==> config.mk <==
export PLATFORM = sky130hd
export DESIGN_NAME = core_ibex_fcov_stall_tracker
export DESIGN_NICKNAME = d
export VERILOG_FILES = /design/src/rtl/core_ibex_fcov_pkg.sv /design/src/rtl/core_ibex_fcov_stall_fifo.sv /design/src/rtl/core_ibex_fcov_stall_tracker.sv
export SDC_FILE = /design/constraint.sdc
export NUM_CORES = 1
export LEC_CHECK = 0
export CORE_MARGIN = 2
export CORE_UTILIZATION = 35
export DETAILED_ROUTE_END_ITERATION = 6
export PLACE_DENSITY_LB_ADDON = 0.3
export SLEW_MARGIN = 20
export SYNTH_ARGS = -nofsm -noshare
export SYNTH_HDL_FRONTEND = slang
export SYNTH_SLANG_ARGS = --single-unit
==> constraint.sdc <==
create_clock -name clk_i -period 3.03 [get_ports clk_i]
set_input_delay 0.606 -clock clk_i [delete_from_list [all_inputs] [get_ports clk_i]]
set_output_delay 0.606 -clock clk_i [all_outputs]
set_load 0.1 [all_outputs]
==> src/rtl/core_ibex_fcov_pkg.sv <==
// core_ibex_fcov_pkg: shared types for the ID-stage stall episode tracker.
package core_ibex_fcov_pkg;
  localparam int unsigned StallLenW = 8;
  typedef enum logic [2:0] {
    STALL_LD_HZ,
    STALL_MEM,
    STALL_MULTDIV,
    STALL_BRANCH,
    STALL_JUMP
  } stall_cause_e;
  typedef struct packed {
    stall_cause_e         cause;
    logic [StallLenW-1:0] len;
    logic                 mixed;
    logic                 sat;
    logic                 flushed;
  } stall_rec_t;
endpackage

==> src/rtl/core_ibex_fcov_stall_fifo.sv <==
// core_ibex_fcov_stall_fifo: Depth-entry sync FIFO, valid/ready, same-cycle push+pop when full.
module core_ibex_fcov_stall_fifo #(
  parameter int unsigned Width = 8,
  parameter int unsigned Depth = 4
) (
  input  logic             clk_i,
  input  logic             rst_i,
  input  logic             push_i,
  input  logic [Width-1:0] wdata_i,
  output logic             full_o,
  output logic             valid_o,
  input  logic             ready_i,
  output logic [Width-1:0] rdata_o
);
  localparam int unsigned AW = $clog2(Depth);
  logic [AW:0] wptr_q, wptr_d, rptr_q, rptr_d;
  logic [Width-1:0] mem_q [Depth];
  logic empty, wr, rd;
  always_comb begin
    empty   = wptr_q == rptr_q;
    full_o  = (wptr_q ^ rptr_q) == {1'b1, {AW{1'b0}}};
    rd      = ~empty & ready_i;
    wr      = push_i & (~full_o | rd);
    wptr_d  = wptr_q + (AW+1)'(wr);
    rptr_d  = rptr_q + (AW+1)'(rd);
    valid_o = ~empty;
    rdata_o = empty ? '0 : mem_q[rptr_q[AW-1:0]];
  end
  always_ff @(posedge clk_i) begin
    if (rst_i) begin
      wptr_q <= '0;
      rptr_q <= '0;
    end else begin
      wptr_q <= wptr_d;
      rptr_q <= rptr_d;
    end
  end
  always_ff @(posedge clk_i) begin
    if (wr) mem_q[wptr_q[AW-1:0]] <= wdata_i;
  end
endmodule

==> src/rtl/core_ibex_fcov_stall_tracker.sv <==
// core_ibex_fcov_stall_tracker: groups stalled ID cycles into episodes and queues one record each.
module core_ibex_fcov_stall_tracker
  import core_ibex_fcov_pkg::*;
#(
  parameter int unsigned LenW  = StallLenW,
  parameter int unsigned Depth = 4,
  parameter int unsigned OvfW  = 16
) (
  input  logic            clk_i,
  input  logic            rst_i,
  input  logic            instr_valid_i,
  input  logic            stall_ld_hz_i,
  input  logic            stall_mem_i,
  input  logic            stall_multdiv_i,
  input  logic            stall_branch_i,
  input  logic            stall_jump_i,
  output logic            rec_valid_o,
  input  logic            rec_ready_i,
  output stall_rec_t      rec_o,
  output logic [OvfW-1:0] dropped_cnt_o,
  output logic            overflow_o
);
  typedef enum logic {IDLE, STALLING} state_e;
  state_e state_q, state_d;
  stall_cause_e cause_q, cause_d, cause_now;
  logic [LenW-1:0] len_q, len_d;
  logic [OvfW-1:0] dropped_q, dropped_d;
  logic mixed_q, mixed_d, sat_q, sat_d, overflow_q, overflow_d;
  logic [4:0] sv;
  logic stall, multi, push, pop, full, drop;
  stall_rec_t rec_in, rec_out;
  // Gating by instr_valid_i first keeps X on stall_* out of every decision.
  always_comb begin
    sv        = {5{instr_valid_i}} & {stall_ld_hz_i, stall_mem_i, stall_multdiv_i,
                                      stall_branch_i, stall_jump_i};
    stall     = |sv;
    multi     = |(sv & (sv - 5'd1));
    cause_now = sv[4] ? STALL_LD_HZ : sv[3] ? STALL_MEM : sv[2] ? STALL_MULTDIV :
                sv[1] ? STALL_BRANCH : STALL_JUMP;
    state_d   = state_q;
    cause_d   = cause_q;
    len_d     = len_q;
    mixed_d   = mixed_q;
    sat_d     = sat_q;
    push      = 1'b0;
    if (state_q == IDLE) begin
      if (stall) begin
        state_d = STALLING;
        cause_d = cause_now;
        len_d   = LenW'(1);
        mixed_d = multi;
        sat_d   = 1'b0;
      end
    end else if (stall) begin
      len_d   = &len_q ? len_q : len_q + LenW'(1);
      sat_d   = sat_q | &len_q;
      mixed_d = mixed_q | multi | (cause_now != cause_q);
    end else begin
      push    = 1'b1;
      state_d = IDLE;
    end
    rec_in     = '{cause: cause_q, len: len_q, mixed: mixed_q, sat: sat_q,
                   flushed: ~instr_valid_i};
    pop        = rec_valid_o & rec_ready_i;
    drop       = push & full & ~pop;
    dropped_d  = (drop & ~&dropped_q) ? dropped_q + OvfW'(1) : dropped_q;
    overflow_d = overflow_q | drop;
  end
  always_ff @(posedge clk_i) begin
    if (rst_i) begin
      state_q    <= IDLE;
      cause_q    <= STALL_LD_HZ;
      len_q      <= '0;
      mixed_q    <= 1'b0;
      sat_q      <= 1'b0;
      dropped_q  <= '0;
      overflow_q <= 1'b0;
    end else begin
      state_q    <= state_d;
      cause_q    <= cause_d;
      len_q      <= len_d;
      mixed_q    <= mixed_d;
      sat_q      <= sat_d;
      dropped_q  <= dropped_d;
      overflow_q <= overflow_d;
    end
  end
  core_ibex_fcov_stall_fifo #(
    .Width($bits(stall_rec_t)),
    .Depth(Depth)
  ) u_fifo (
    .clk_i  (clk_i),
    .rst_i  (rst_i),
    .push_i (push),
    .wdata_i(rec_in),
    .full_o (full),
    .valid_o(rec_valid_o),
    .ready_i(rec_ready_i),
    .rdata_o(rec_out)
  );
  assign rec_o         = rec_out;
  assign dropped_cnt_o = dropped_q;
  assign overflow_o    = overflow_q;
endmodule
==> flow_metrics.env <==
export IMPL_wl_per_cell_um=14.3
export IMPL_synthMuxAreaShare_pct=8.45
export IMPL_vias=2536
export IMPL_final_nets=372
export IMPL_fmax_mhz=391
export IMPL_core_area_mm2=0.0110
export IMPL_initial_core_util_pct=36.3
export IMPL_fillers=970
export IMPL_yosys_warnings=0
export IMPL_drv_cap=0
export IMPL_cts_resized=0
export IMPL_synthDistinctLibCells=47
export IMPL_tns_ps=0
export IMPL_n_antenna_cell=0
export IMPL_ys_seq_area_share_pct=60.8
export IMPL_cts_max_level=3
export IMPL_die_x_um=111
export IMPL_grt_use_total_pct=12.4
export IMPL_antenna_found_initial=0
export IMPL_vdd_drop_max_uv=335
export IMPL_io_pins=41
export IMPL_power_density_mw_per_mm2=571
export IMPL_hold_viol=0
export IMPL_crit_start="u_fifo.rptr_q[0]"
export IMPL_cts_inserted_buffers=9
export IMPL_maxSlewHeadroom_pct=60.0
export IMPL_grt_pass1_wl_mm=12.1
export IMPL_detail_route_first_pass_iterations=4
export IMPL_tightest_slew_ps=585
export IMPL_mostFrequentLayoutCell="edfxtp_1"
export IMPL_die_area_mm2=0.0123
export IMPL_synth_top_family_by_area="simple AND/OR/NAND/NOR gates"
export IMPL_ff2ff_path_depth=5
export IMPL_routabilityCongestion=0.780
export IMPL_synthXorXnorAreaFrac_pct=4.40
export IMPL_cts_hold_buf=0
export IMPL_most_common_layout_cells="edfxtp_1, dfxtp_1, nor2_1"
export IMPL_cts_sink_count=93
export IMPL_cts_clk_slew_worst_paths_ps=70
export IMPL_drt_total_wl_mm=7.17
export IMPL_dp_hpwl_mm=4.86
export IMPL_cts_setup_buffers=0
export IMPL_dpl_cell_area_mm2=0.00474
export IMPL_cts_tree="yes"
export IMPL_synth_edff_count=56
export IMPL_drv_slew=0
export IMPL_critical_path_required_ps=2420
export IMPL_drive_above_1_share_pct=25.1
export IMPL_status="completed"
export IMPL_fp_row_count=38
export IMPL_yosys_area_share_simple_pct=15.0
export IMPL_holdPathStages=2
export IMPL_hold_class="reg2reg"
export IMPL_port_buffers=40
export IMPL_synth_seq_cells=93
export IMPL_clock_tree_root_cell="clkbuf_16"
export IMPL_layout_worst_path_cycle_share_pct=84.3
export IMPL_setup_viol=0
export IMPL_crit_path_end_kind="output pin"
export IMPL_area_delta_synth_final_pct=26.4
export IMPL_drtAntennaViolNets=0
export IMPL_worstHoldStart="overflow_o"
export IMPL_die_h_um=111
export IMPL_critPathLaunchType="register"
export IMPL_clock_latency_ps=340
export IMPL_grt_max_degree=31
export IMPL_async_flop_share_pct=0
export IMPL_worstSetupPathType="reg2out"
export IMPL_drt_iter0_drc=131
export IMPL_ys_flop_type="edfxtp_1"
export IMPL_synth_compound_area_share_pct=7.19
export IMPL_syn_area_mm2=0.00399
export IMPL_drc=0
export IMPL_synthesis_nets=321
export IMPL_syn_inst=306
export IMPL_syn_area_per_cell_um2=13.0
export IMPL_grt_pass1_vias=2455
export IMPL_synth_fa_ha_area_share_pct=1.88
export IMPL_worst_path_max_fanout=14
export IMPL_rsz0062_at_grt="no"
export IMPL_r2r_start="u_fifo.wptr_q[1]"
export IMPL_period_minus_slack_ps=2560
export IMPL_worstPathArrival_ps=1950
export IMPL_leakage_uw=0.00179
export IMPL_cts_max_path_buffers=2
export IMPL_postLayoutCellArea_mm2=0.00504
export IMPL_skew_ps=6.86
export IMPL_grt_remaining_overflow=0
export IMPL_vias_per_cell=5.05
[worst max-delay path: stages (launching register included)]
cell and delay, ps:
dfxtp_1 370, buf_4 310, mux4_2 560, nor2b_2 180, buf_12 170
[flip-flops by register name, indices dropped and copies added, names as in the netlist]
signal	count
cause_q	3
dropped_cnt_o	16
len_q	8
mixed_q	1
overflow_o	1
sat_q	1
state_q	1
u_fifo.mem_q	56
u_fifo.rptr_q	3
u_fifo.wptr_q	3
[layout make-up]
cell class	instances	area (um^2)	share of cell area (%)
well taps	140	175	3.48
multi-input cells	195	1510	29.9
clock inverters	7	71.3	1.42
flip-flops and latches	93	2420	48.1
clock buffers	9	225	4.47
inverters	5	18.8	0.372
repair buffers	53	618	12.3
[metrics by stage]
stage | total power [uW] | setup slack [ps] | hold slack, ps | util, % | cells
floorplan | 1650 | 22.5 | 454 | - | 306
global placement | 1800 | 274 | 435 | 43.2 | 486
detailed placement | 1800 | 239 | 444 | 43.2 | 486
CTS | 2920 | 430 | 455 | 45.9 | 502
global route | 2980 | 363 | 488 | 45.9 | 502
finish | 2880 | 474 | 451 | 45.9 | 502
[power by group]
part	switching [uW]	internal (uW)
Combinational	249	154
Clock	522	587
Sequential	15.4	1350
[routing by layer]
metal / vias to the layer above / global-route usage, % / part of all wire (%)
met5: - / 0 / 0
met4: 0 / 5.67 / 1.7
met3: 8 / 3.17 / 3.9
met2: 46 / 19.9 / 48
met1: 1219 / 15.9 / 46
li1: 1263 / - / -
[kinds of logic after synthesis]
family                   Yosys count
AND/OR/NAND/NOR                  110
flip-flops                        93
multiplexers                      16
buffers and inverters             18
XOR/XNOR                          20
AO/OA/AOI/OAI                     43
adder cells (fa/ha/maj)            6
[final timing paths]
check / end / slack, ps
setup reg to reg: dropped_cnt_o[14] / 730
hold reg to reg: overflow_o / 450
hold / removal: overflow_o / 450
setup / recovery: rec_o[11] / 470
[Yosys cell counts, types with 4 or more instances]
cell       instances  area, um^2
dfxtp_1           37         741
or3_1              4        25.0
a2111oi_0          6        52.6
ha_1               6        75.1
nand2_1           12        45.0
a21oi_1           13        65.1
and3_1             6        37.5
nor2b_1           24         150
o21ai_0            5        25.0
nand4_1            9        56.3
edfxtp_1          56        1680
nand3_1           10        50.1
mux4_2            14         315
nor2_1            30         113
inv_1              5        18.8
xor2_1             9        78.8
xnor2_1           11        96.3
clkbuf_1           6        22.5
No activity file was read; power rests on OpenSTA's default activity.
